**config.mk**
```make
export PLATFORM = sky130hd
export DESIGN_NAME = axis_burst_reader
export DESIGN_NICKNAME = d
export VERILOG_FILES = /design/src/rtl/axis_burst_reader_pkg.sv /design/src/rtl/axis_burst_reader_obuf.sv /design/src/rtl/axis_burst_reader.sv
export SDC_FILE = /design/constraint.sdc
export NUM_CORES = 1
export LEC_CHECK = 0
export ABC_CLOCK_PERIOD_IN_PS = 4100
export CAP_MARGIN = 20
export CORE_MARGIN = 2
export CORE_UTILIZATION = 45
export CTS_CLUSTER_DIAMETER = 50
export CTS_CLUSTER_SIZE = 25
export DETAILED_ROUTE_END_ITERATION = 10
export GPL_TIMING_DRIVEN = 0
export PLACE_DENSITY = 0.81
export SYNTH_ARGS = -nofsm -noshare
export SYNTH_HDL_FRONTEND = slang
export SYNTH_SLANG_ARGS = --single-unit
```
**constraint.sdc**
```tcl
create_clock -name aclk -period 4.1 [get_ports aclk]
set_input_delay 1.23 -clock aclk [delete_from_list [all_inputs] [get_ports aclk]]
set_output_delay 1.23 -clock aclk [all_outputs]
set_load 0.05 [all_outputs]
```
**src/rtl/axis_burst_reader_pkg.sv**
```systemverilog
// axis_burst_reader_pkg: shared FSM state encoding and default flush timeout
package axis_burst_reader_pkg;
    typedef enum logic [0:0] {IDLE = 1'b0, BURST = 1'b1} state_e;
    localparam int DEFAULT_TIMEOUT_CYCLES = 1024;
endpackage

```
**src/rtl/axis_burst_reader_obuf.sv**
```systemverilog
// axis_burst_reader_obuf: one-deep registered AXI-Stream output stage carrying data, valid and last
module axis_burst_reader_obuf
    import axis_burst_reader_pkg::*;
#(
    parameter int W = 32
) (
    input  logic         aclk,
    input  logic         areset,
    input  logic         load,
    input  logic [W-1:0] data,
    input  logic         last,
    input  logic         ready,
    output logic [W-1:0] m_data,
    output logic         m_valid,
    output logic         m_last
);
    always_ff @(posedge aclk) begin
        if (areset) begin
            m_data  <= '0;
            m_valid <= 1'b0;
            m_last  <= 1'b0;
        end else if (load) begin
            m_data  <= data;
            m_valid <= 1'b1;
            m_last  <= last;
        end else if (ready) begin
            m_valid <= 1'b0;
            m_last  <= 1'b0;
        end
    end
endmodule

```
**src/rtl/axis_burst_reader.sv**
```systemverilog
// axis_burst_reader: frames FIFO words into N-beat AXI-Stream bursts; AXIS_BURST_READER_FLUSH_EN adds a partial-burst flush timer
module axis_burst_reader
    import axis_burst_reader_pkg::*;
#(
    parameter int AXIS_TDATA_WIDTH = 32,
    parameter int CNTR_WIDTH       = 16,
    parameter int TIMEOUT_CYCLES   = DEFAULT_TIMEOUT_CYCLES
) (
    input  logic                        aclk,
    input  logic                        areset,
    input  logic [CNTR_WIDTH-1:0]       cfg_data,
    input  logic [31:0]                 fifo_count,
    output logic [31:0]                 sts_data,
    input  logic [AXIS_TDATA_WIDTH-1:0] s_axis_tdata,
    input  logic                        s_axis_tvalid,
    output logic                        s_axis_tready,
    output logic [AXIS_TDATA_WIDTH-1:0] m_axis_tdata,
    output logic                        m_axis_tvalid,
    input  logic                        m_axis_tready,
    output logic                        m_axis_tlast
);
    state_e                state;
    logic [CNTR_WIDTH-1:0] rem;
    logic [CNTR_WIDTH-1:0] start_len;
    logic                  start;
    logic                  s_fire;
    logic                  last_word;
    logic                  full_ready;

    assign s_axis_tready = (state == BURST) && (rem != '0) && (!m_axis_tvalid || m_axis_tready);
    assign s_fire        = s_axis_tvalid && s_axis_tready;
    assign last_word     = rem == CNTR_WIDTH'(1);
    assign full_ready    = (cfg_data != '0) && (fifo_count >= 32'(cfg_data));

`ifdef AXIS_BURST_READER_FLUSH_EN
    logic [31:0] idle_cnt;
    logic        partial;
    logic        flush;
    assign partial   = (fifo_count != '0) && (fifo_count < 32'(cfg_data));
    assign flush     = partial && (idle_cnt >= 32'(TIMEOUT_CYCLES - 1));
    assign start     = (state == IDLE) && (full_ready || flush);
    assign start_len = full_ready ? cfg_data : fifo_count[CNTR_WIDTH-1:0];
    always_ff @(posedge aclk) begin
        if (areset || state != IDLE || start || !partial)
            idle_cnt <= '0;
        else
            idle_cnt <= idle_cnt + 32'd1;
    end
`else
    localparam int unused_timeout = TIMEOUT_CYCLES;
    assign start     = (state == IDLE) && full_ready;
    assign start_len = cfg_data;
`endif

    // length is captured only on IDLE->BURST so cfg_data edits mid-burst are ignored
    always_ff @(posedge aclk) begin
        if (areset) begin
            state <= IDLE;
            rem   <= '0;
        end else if (start) begin
            state <= BURST;
            rem   <= start_len;
        end else if (s_fire) begin
            rem   <= rem - CNTR_WIDTH'(1);
            state <= last_word ? IDLE : BURST;
        end
    end

    always_ff @(posedge aclk) begin
        if (areset)
            sts_data <= '0;
        else if (m_axis_tvalid && m_axis_tready && m_axis_tlast)
            sts_data <= sts_data + 32'd1;
    end

    axis_burst_reader_obuf #(.W(AXIS_TDATA_WIDTH)) u_obuf (
        .aclk    (aclk),
        .areset  (areset),
        .load    (s_fire),
        .data    (s_axis_tdata),
        .last    (last_word),
        .ready   (m_axis_tready),
        .m_data  (m_axis_tdata),
        .m_valid (m_axis_tvalid),
        .m_last  (m_axis_tlast)
    );
endmodule

```
==> impl_results.md <==
- Outcome: finished, final reports clean
- Number of global-route vias before repair: 4,222
- Deepest clock path buffer count: 2
- Worst Setup SP: m_axis_tready
- Site Rows: 34
- Die area: 0.00974 mm²
- Most frequent cells in the layout: clkdlybuf4s50_1 (148), nand2_1 (91), dfxtp_1 (83)
- Leading area contributor after synthesis: dfxtp_1
- Crit path max fanout: 4
- Switching Fraction: 0.290
- Total CTS buffers: 9
- FILL cells: 756
- Worst-Margin Slew: 0.764 ns
- Net switching power figure: 543 µW
- Post-CTS Hold Fix Bufs: 0
- Core outline area: 0.00872 mm²
- Pre-antenna DRT Iters: 5
- Post-synth EDFFs: 0
- Min Tclk post-route: 3.93 ns
- CP arrival: 2.70 ns
- Peak supply drop: 0.000220 V
- Post-synthesis cell type count: 50
- Slew headroom: 0.486
- Area growth syn-to-layout: 45.8%
- Cells after Synth: 498
- Combinational share of power: 0.208
- Top FF cell, synth: dfxtp_1
- GR peak layer: met2
- Buf/Inv on CP: 2
- Clock transition at the registers of the reported paths: 0.09 ns
- Synthesized area per cell: 8.11 µm²
- CP Class: in -> out
- Min-delay src: u_obuf.m_data[9]
- Worst-skew pair later-pin latency: 0.35 ns
- Hold slack: 0.458 ns
- Die Ht: 98.7 µm
- Remaining antenna violation count: 0
- Post-DP Area: 0.00566 mm²
- FF/Latch Area: 0.00166 mm²
- Starting density of the core: 0.463
- RSZ-0062 raised after global routing: no
- Worst path top cell family by delay: buffers and inverters
- Total GRT Usage: 0.247
- Crit. End Element: output port
- Drt total wl: 11,900 µm
- # H-tree levels: 3
- Sink Count: 83
- Via count: 4,226
- Max-slew violations: 0
- P per Cell Area: 318 mW/mm²
- Skew final: 0.0104 ns
- I/O Buffers: 149
- Fmax: 254 MHz
- Routability-driven placement congestion ratio: 0.854
- Setup WS pre-CTS: -0.149 ns
- Ant diodes: 0
- Design Area, Final: 0.00589 mm²
- Worst-path cell chain: clkdlybuf4s50_1 -> nand2b_1 -> nand2_1 -> a21oi_1 -> dlygate4sd2_1
- Congestion Overflow GR: 0
- Cell internal pwr: 1330 µW
- Clock power share: 0.332
- Die width: 98.7 µm
- Max-cap violations: 0
- Layout cells sized above 1: 0.0468
- DRC violations left: 0
- Vias per Instance: 5.48
- Asr flop ratio synth: 0
- Post-Syn Area: 0.00404 mm²
- Worst EP required: 2.87 ns
- CP max stage cell: dlygate4sd2_1
- Multi-input logic area: 0.00217 mm²
- GR Util met2: 0.447
- Sequential Power Share: 0.461
- Tcrit/Tclk final: 0.959
- CTS tree: built
- Leak: 0.00217 µW
- First-pass GRT wire length: 20,000 µm
- Met3 usage: 0.0553
- Seq/Total Area, Yosys: 0.412
- Worst reg2reg startpoint: rem[0]
- Top cell type's share of synthesized area: 0.412
- Area contributors post-synth: dfxtp_1 (41%), nand2_1 (8.5%), a21oi_1 (7.6%)
- Crit start category: input port
- 1st-iter DRT viols: 239
- Commonest non-fill, non-tap cell in the layout: clkdlybuf4s50_1
- Antenna violations before repair: 0
- Met1 Track Usage GR: 0.294
- Top Ports: 151
- Average wire per standard cell: 15.5 µm
- Synth warn: 0
- Setup violators final: 0
- Slowest stage delay, CP: 0.56 ns
- PnR worst setup slack: 0.169 ns
- CTS root buf: clkbuf_8
- Largest net degree at the start of global routing: 15
- Final net count: 761
- #FFs+latches synth: 83
- Syn_nets: 601
- Post-DP HPWL: 9140 µm
- Min-delay worst type: reg -> reg
- Hold Fails Final Rpt: 0
==> worst min-delay path, cell delays in order (launching register included) <==
cell and delay, ns:
dfxtp_1 0.32, nand2_1 0.05, a21oi_1 0.05
==> power groups by stage <==
stage / Clock (µW) / Sequential, µW / Combinational, µW
after global routing: 669 / 867 / 420
after detailed placement: 0 / 881 / 383
after CTS: 632 / 862 / 385
final: 620 / 863 / 388
after global placement: 0 / 878 / 373
after floorplan: 0 / 932 / 162
==> kinds of logic after synthesis <==
group,after synthesis,synth area share
buf+inv,48,0.0530
simple gates,214,0.256
mux,1,0.00248
flops,83,0.412
xor+xnor,25,0.0542
fa+ha+maj,19,0.0589
compound gates,108,0.164
==> stage by stage <==
| step | total power, µW | cells | TNS (ns) | util |
|---|---|---|---|---|
| 2_1_floorplan | 1090 | 498 | 0 | - |
| 3_3_place_gp | 1250 | 755 | -0.178 | 0.649 |
| 3_5_place_dp | 1260 | 755 | -0.734 | 0.649 |
| 4_1_cts | 1880 | 771 | 0 | 0.673 |
| 5_1_grt | 1960 | 771 | 0 | 0.675 |
| 6_report | 1870 | 771 | 0 | 0.675 |
==> worst paths after layout <==
check	cells past startpoint	slack, ns	to
min reg2reg	2	0.46	u_obuf.m_data[9]
max	5	0.17	s_axis_tready
max reg2reg	9	1.59	rem[6]
min	2	0.46	u_obuf.m_data[9]
==> timing repair <==
| item | CTS | global route |
|---|---|---|
| endpoints found under the setup margin | 1 | 4 |
| resized for setup | 1 | 2 |
| buffers inserted | 0 | 0 |
==> synthesized netlist by cell type (6+ instances only) <==
master     n
a211oi_1   7
a21oi_1   61
and3_1     7
and4_1     9
clkbuf_1  15
dfxtp_1   83
ha_1      19
inv_1     24
nand2_1   91
nand3_1   22
nand4_1    9
nor2_1    40
nor3_1     6
nor4_1    10
o21ai_0    9
or3_1      8
xnor2_1    8
xor2_1    17
==> final cells by class <==
class,count,area share
Sequential cell,83,0.282
Clock inverter,4,0.00956
Multi-Input combinational cell,367,0.369
Clock buffer,12,0.0264
Tap cell,108,0.0230
Timing Repair Buffer,149,0.253
Inverter,24,0.0153
Buffer,24,0.0210
==> per-layer routing <==
metal,vias up,part of all wire
li1,2077,-
met1,1983,0.41
met2,145,0.51
met3,21,0.064
met4,0,0.017
met5,-,0
==> flip-flops by register name (all words and copies together), names as in the netlist <==
name and flops:
sts_data 32, state 1, rem 16, u_obuf.m_last 1
u_obuf.m_valid 1, u_obuf.m_data 32
Power figures use the tool's default switching activity.
